`src/rtl/isa_pkg.sv`:
```
// Shared ISA definitions: opcodes, function codes, field positions, loader FSM states.
// Latency: n/a (constants and types only).
// Backpressure: n/a.
package isa_pkg;

  localparam int INSTR_W = 32;

  // Field bit positions (LSB of each field) and widths
  localparam int OP_LSB     = 26;
  localparam int RS_LSB     = 21;
  localparam int RT_LSB     = 16;
  localparam int RD_LSB     = 11;
  localparam int SHAMT_LSB  = 6;
  localparam int FUNC_LSB   = 0;
  localparam int IMM_LSB    = 0;
  localparam int TARGET_LSB = 0;

  localparam int OP_W     = 6;
  localparam int REG_W    = 5;
  localparam int FUNC_W   = 6;
  localparam int IMM_W    = 16;
  localparam int TARGET_W = 26;

  // Opcodes
  localparam logic [5:0] OP_RTYPE = 6'h03;
  localparam logic [5:0] OP_J     = 6'h02;
  localparam logic [5:0] OP_JAL   = 6'h07;
  localparam logic [5:0] OP_ADDI  = 6'h09;
  localparam logic [5:0] OP_ANDI  = 6'h0C;
  localparam logic [5:0] OP_XORI  = 6'h0E;
  localparam logic [5:0] OP_BNE   = 6'h05;
  localparam logic [5:0] OP_BEQ   = 6'h04;
  localparam logic [5:0] OP_I22   = 6'h22;
  localparam logic [5:0] OP_I12   = 6'h12;
  localparam logic [5:0] OP_I28   = 6'h28;
  localparam logic [5:0] OP_I2B   = 6'h2B;
  localparam logic [5:0] OP_LUI   = 6'h0F;

  // R-type function codes
  localparam logic [5:0] FN_JR  = 6'h08;
  localparam logic [5:0] FN_LWN = 6'h21;
  localparam logic [5:0] FN_SWN = 6'h13;

  typedef enum logic [1:0] {
    ST_IDLE   = 2'd0,
    ST_ACCEPT = 2'd1,
    ST_WRITE  = 2'd2,
    ST_DONE   = 2'd3
  } state_t;

endpackage

```
`src/rtl/instr_field_encoder.sv`:
```
// Packs an instruction field bundle into a 32-bit word and flags unknown opcodes.
// Latency: combinational.
// Backpressure: none (pure function of its inputs).
//
// Ports: opcode/func/rs/rt/rd/shamt/imm/target in; word (encoded), illegal (opcode not in ISA) out.
module instr_field_encoder
  import isa_pkg::*;
(
  input  logic [5:0]  opcode,
  input  logic [5:0]  func,
  input  logic [4:0]  rs,
  input  logic [4:0]  rt,
  input  logic [4:0]  rd,
  input  logic [4:0]  shamt,
  input  logic [15:0] imm,
  input  logic [25:0] target,
  output logic [31:0] word,
  output logic        illegal
);

  always_comb begin
    word    = '0;
    illegal = 1'b0;
    word[OP_LSB +: OP_W] = opcode;
    case (opcode)
      OP_RTYPE: begin
        word[RS_LSB    +: REG_W]  = rs;
        word[RT_LSB    +: REG_W]  = rt;
        word[RD_LSB    +: REG_W]  = rd;
        word[SHAMT_LSB +: REG_W]  = shamt;
        word[FUNC_LSB  +: FUNC_W] = func;
      end
      OP_J, OP_JAL: begin
        word[TARGET_LSB +: TARGET_W] = target;
      end
      OP_LUI: begin
        // rs field stays zero for lui regardless of the supplied rs
        word[RT_LSB  +: REG_W] = rt;
        word[IMM_LSB +: IMM_W] = imm;
      end
      OP_ADDI, OP_ANDI, OP_XORI, OP_BNE, OP_BEQ,
      OP_I22, OP_I12, OP_I28, OP_I2B: begin
        word[RS_LSB  +: REG_W] = rs;
        word[RT_LSB  +: REG_W] = rt;
        word[IMM_LSB +: IMM_W] = imm;
      end
      default: begin
        // Unknown opcodes still get an I-type layout; the loader decides whether to trap
        illegal = 1'b1;
        word[RS_LSB  +: REG_W] = rs;
        word[RT_LSB  +: REG_W] = rt;
        word[IMM_LSB +: IMM_W] = imm;
      end
    endcase
  end

endmodule

```
`src/rtl/instr_encoder_loader.sv`:
```
// Accepts instruction field bundles, encodes them and writes them to instruction memory.
// Latency: 1 cycle from accepting handshake to imem write; one word per 2 cycles.
// Backpressure: in_ready high only in ACCEPT; session ends on in_last or after DEPTH words.
//
// Ports: clk, rst (async active-high); start/base_addr open a session; in_valid/in_ready plus
// in_* fields carry bundles; imem_we/imem_addr/imem_wdata write port; busy/done/err/word_count status.
// Optional feature: define ILLEGAL_TRAP_EN to drop unknown opcodes, set err and end the session.
module instr_encoder_loader
  import isa_pkg::*;
#(
  parameter int DEPTH = 256
) (
  input  logic                     clk,
  input  logic                     rst,
  input  logic                     start,
  input  logic [31:0]              base_addr,
  input  logic                     in_valid,
  output logic                     in_ready,
  input  logic [5:0]               in_opcode,
  input  logic [5:0]               in_func,
  input  logic [4:0]               in_rs,
  input  logic [4:0]               in_rt,
  input  logic [4:0]               in_rd,
  input  logic [4:0]               in_shamt,
  input  logic [15:0]              in_imm,
  input  logic [25:0]              in_target,
  input  logic                     in_last,
  output logic                     imem_we,
  output logic [31:0]              imem_addr,
  output logic [31:0]              imem_wdata,
  output logic                     busy,
  output logic                     done,
  output logic                     err,
  output logic [$clog2(DEPTH):0]   word_count
);

  localparam int WCW = $clog2(DEPTH) + 1;

`ifdef ILLEGAL_TRAP_EN
  localparam bit TRAP_EN = 1'b1;
`else
  localparam bit TRAP_EN = 1'b0;
`endif

  state_t         state_q, state_d;
  logic [31:0]    base_q, base_d;
  logic [31:0]    word_q, word_d;
  logic           last_q, last_d;
  logic           err_q, err_d;
  logic [WCW-1:0] wc_q, wc_d;
  logic [WCW-1:0] wc_inc;
  logic [31:0]    enc_word;
  logic           enc_illegal;

  instr_field_encoder u_enc (
    .opcode  (in_opcode),
    .func    (in_func),
    .rs      (in_rs),
    .rt      (in_rt),
    .rd      (in_rd),
    .shamt   (in_shamt),
    .imm     (in_imm),
    .target  (in_target),
    .word    (enc_word),
    .illegal (enc_illegal)
  );

  assign wc_inc     = wc_q + WCW'(1);
  assign err        = err_q;
  assign word_count = wc_q;

  always_comb begin
    state_d    = state_q;
    base_d     = base_q;
    word_d     = word_q;
    last_d     = last_q;
    err_d      = err_q;
    wc_d       = wc_q;
    in_ready   = 1'b0;
    imem_we    = 1'b0;
    imem_addr  = '0;
    imem_wdata = '0;
    busy       = 1'b0;
    done       = 1'b0;
    case (state_q)
      ST_IDLE: begin
        if (start) begin
          base_d  = base_addr;
          wc_d    = '0;
          err_d   = 1'b0;
          last_d  = 1'b0;
          state_d = ST_ACCEPT;
        end
      end
      ST_ACCEPT: begin
        in_ready = 1'b1;
        busy     = 1'b1;
        if (in_valid) begin
          if (TRAP_EN && enc_illegal) begin
            // Trapped opcode: nothing is written, session closes with err set
            err_d   = 1'b1;
            state_d = ST_DONE;
          end else begin
            word_d  = enc_word;
            last_d  = in_last;
            state_d = ST_WRITE;
          end
        end
      end
      ST_WRITE: begin
        busy       = 1'b1;
        imem_we    = 1'b1;
        // Wraps modulo 2^32 by construction of the 32-bit add
        imem_addr  = base_q + (32'(wc_q) << 2);
        imem_wdata = word_q;
        wc_d       = wc_inc;
        if (last_q || (wc_inc == WCW'(DEPTH))) begin
          state_d = ST_DONE;
        end else begin
          state_d = ST_ACCEPT;
        end
      end
      ST_DONE: begin
        done    = 1'b1;
        state_d = ST_IDLE;
      end
      default: state_d = ST_IDLE;
    endcase
  end

  always_ff @(posedge clk or posedge rst) begin
    if (rst) begin
      state_q <= ST_IDLE;
      base_q  <= '0;
      word_q  <= '0;
      last_q  <= 1'b0;
      err_q   <= 1'b0;
      wc_q    <= '0;
    end else begin
      state_q <= state_d;
      base_q  <= base_d;
      word_q  <= word_d;
      last_q  <= last_d;
      err_q   <= err_d;
      wc_q    <= wc_d;
    end
  end

endmodule

```
`config.mk`:
```
export PLATFORM = sky130hd
export DESIGN_NAME = instr_encoder_loader
export DESIGN_NICKNAME = d
export VERILOG_FILES = /design/src/rtl/isa_pkg.sv /design/src/rtl/instr_field_encoder.sv /design/src/rtl/instr_encoder_loader.sv
export SDC_FILE = /design/constraint.sdc
export NUM_CORES = 1
export LEC_CHECK = 0
export CAP_MARGIN = 40
export CORE_ASPECT_RATIO = 0.5
export CORE_UTILIZATION = 41
export CTS_BUF_LIST = sky130_fd_sc_hd__clkbuf_8
export DETAILED_ROUTE_END_ITERATION = 7
export DONT_BUFFER_PORTS = 1
export GPL_TIMING_DRIVEN = 0
export MAX_ROUTING_LAYER = met4
export PLACE_DENSITY = 0.66
export SETUP_SLACK_MARGIN = 0.02
export SLEW_MARGIN = 15
export SYNTH_ARGS = -nofsm -noshare
export SYNTH_HDL_FRONTEND = slang
export SYNTH_SLANG_ARGS = --single-unit
```
`constraint.sdc`:
```
create_clock -name clk -period 2.5 [get_ports clk]
set_input_delay 0.25 -clock clk [delete_from_list [all_inputs] [get_ports clk]]
set_output_delay 0.25 -clock clk [all_outputs]
set_load 0.005 [all_outputs]
```
==> results.txt <==
Main synth FF type = dfrtp_1
Starting Density = 43.2%
Clock transition at path regs = 90 ps
Root buf cell = clkbuf_8
Antenna Nets Post-Route = 0
Final setup TNS = -5530 ps
Die width = 156 µm
Layout Cells excl Fill = 720
Synth top area cells = dfrtp_1 (39%), mux2_2 (8.8%), and2_1 (4.6%)
Worst r2r path cells = 5
Post-synth ARST share = 100%
Rows = 27
1st-pass router iterations = 4
Placed Instances = 681
CTS tree = yes
Area Overhead vs Synth = 22.0%
CP startpoint kind = flip-flop
Design Area, Final = 5930 µm²
Critical R2R Launch = state_q[1]$_DFFE_PP0P_
Crit. Startpoint = word_count[0]$_DFFE_PP0P_
CP required = 2250 ps
Share of cells above drive strength 1 = 29.8%
Final Slew Violations = 0
Overall Global Routing Usage = 23.1%
Worst Hold Depth = 1
Failing checks = setup timing
Crit path to = imem_addr[14]
Antenna Cells = 0
Final setup fails = 25
Largest net degree at the start of global routing = 60
Total power = 6.48 mW
Maxcap violations = 0
Final period util = 115%
CTS buffer count = 9
Clock Skews = 12.1 ps
Hold path startpoint = in_opcode[2]
Placement Cell Area = 5090 µm²
Leakage Power = 2.36 nW
Slew HR = 51.5%
CTS Buffer Depth = 2
Yosys top cell by area = dfrtp_1
Core Util, Final = 52.7%
Unrepaired setup endpoints after global routing = true
Detailed-placement wirelength estimate = 9690 µm
Synth Cell Area = 4860 µm²
CP endpoint kind = output port
Register bit total from synthesis = 76
Clk_lat worst skew = 350 ps
Min Tclk post-route = 2880 ps
Input/output buffers = 0
Initial antenna violation count = 0
IO Count = 189
Multi-input logic area = 3160 µm²
Worst vdd ir = 0.403 mV
HP Class = in -> reg
Core area = 11200 µm²
Die H = 79.0 µm
Fmax = 348 MHz
Reg2Reg Setup Slack = 310 ps
FF/Latch Area = 1910 µm²
Grt ovf = 0
Ys Warns = 0
Seq/Total Area, Yosys = 39.2%
Final count of hold timing violations = 0
First-pass GRT wire length = 21300 µm
# fillers = 1039
CP Class = reg -> out
WL per Instance = 18.9 µm
Worst hold slack = 43.0 ps
Gpl congestion = 0.842
Worst Path Arrival = 2630 ps
Vias in the first global route = 4021
Worst-Margin Slew = 728 ps
Post-Synthesis Cells = 521
Die Area = 12300 µm²
DRT Wirelength = 13600 µm
DP Worst Slack = -328 ps
Initial drt markers = 287
Max Fanout on Critical Path = 7
Status = finished with violations
Depth of the CTS H-tree = 3
Vias per inst = 5.68
Syn_area_per_cell = 9.32 µm²
Worst Slack Setup Final = -376 ps
Post-route DRC violation count = 0
Power per cell area = 1090 nW/µm²
Clk sinks = 76
R2R Path End = base_q[1]$_DFFE_PP0P_
# nets final = 683
Syn_nets = 648
Yosys cell types = 64
Post-synth EDFFs = 0
Detailed-route via count = 4086
Share of the synthesized area in the top cell type = 39.2%
==> worst min-delay path by stage <==
stage | to | slack, ps
finish | word_q[28]$_DFFE_PP0P_ | 40
floorplan | base_q[19]$_DFFE_PP0P_ | 400
global placement | base_q[12]$_DFFE_PP0P_ | 400
global route | word_q[31]$_DFFE_PP0P_ | 10
CTS | word_q[28]$_DFFE_PP0P_ | 20
detailed placement | word_q[7]$_DFFE_PP0P_ | 90
==> cells by family (layout without fill, tap and decap cells) <==
logic type                 Yosys count  count (layout)  share of synthesized area, %
AOI/OAI and AO/OA                  143             143                          18.7
muxes                               49              49                          11.1
buffers and inverters               42              82                          3.63
DFF                                 76              76                          39.2
other                                1               1                        0.0772
and+or+nand+nor                    183             183                          21.1
xor gates and xnor gates            11              11                          1.98
adders and majority gates           16              16                          4.28
==> critical path, cell delays in order, from the launching register on <==
cell	delay [ps]
dfrtp_2	490
ha_4	170
inv_2	30
fa_2	330
and2b_2	220
o2111a_2	230
o31ai_4	120
buf_4	160
or3_4	370
a21oi_4	160
==> area by class of cell <==
class                           count  area share, %
Buffer                             30           2.68
Clock buffer                        9           2.09
Clock inverter                      7           1.82
Inverter                           12          0.802
Multi-Input combinational cell    403           53.3
Sequential cell                    76           32.3
Tap cell                          159           3.36
Timing Repair Buffer               24           3.74
==> synth_stat cells (all sizes together) (4+ instances only) <==
cell type  count
ha            15
a211oi         4
or3            9
inv           12
dfrtp         76
nor3          11
mux2          38
mux2i         11
nand3         11
and2          37
buf           11
a21oi         37
o211ai         4
clkbuf        19
xor2           5
a22oi          5
a22o          17
or4            5
xnor2          6
nand2b         7
o31ai          6
nor3b          5
o21ai         51
nor2          21
nand2         60
==> layer usage <==
layer / vias to the layer above / track usage, % / wire, µm
met5: - / - / 0
met4: 0 / 7.25 / 192
met3: 13 / 5.13 / 776
met2: 140 / 35.9 / 6410
met1: 1981 / 30.2 / 6210
li1: 1952 / - / -
==> repair_timing <==
item / CTS / global route
resized for setup: 81 / 32
endpoints found under the setup margin: 35 / 30
pin swaps: 35 / 23
setup buffers: 15 / 5
cloned: 2 / 0
hold buffers: 1 / 0
endpoints found under the hold margin: 17 / 0
==> cell usage in the layout, fill, tap and decap left out, types with 9 or more instances in the layout <==
master / instances
dfrtp_1: 68
nand2_1: 58
mux2_2: 38
and2_1: 36
o21ai_1: 26
a21oi_1: 24
nor2_1: 18
a22o_1: 17
o21ai_0: 15
clkbuf_1: 13
buf_4: 13
inv_1: 12
buf_6: 11
nor3_1: 9
a21oi_2: 9
clkbuf_8: 9
==> where the power goes <==
part / switching [mW] / internal (mW) / leakage (nW)
clock network: 0.470 / 0.654 / 0.126
logic: 1.64 / 1.37 / 1.31
registers: 0.552 / 1.79 / 0.923
==> sequential cells by signal, summed over array words and instances (netlist names) <==
name	cells
word_q	32
word_count	9
last_q	1
base_q	32
state_q	2
Power figures use the tool's default switching activity.
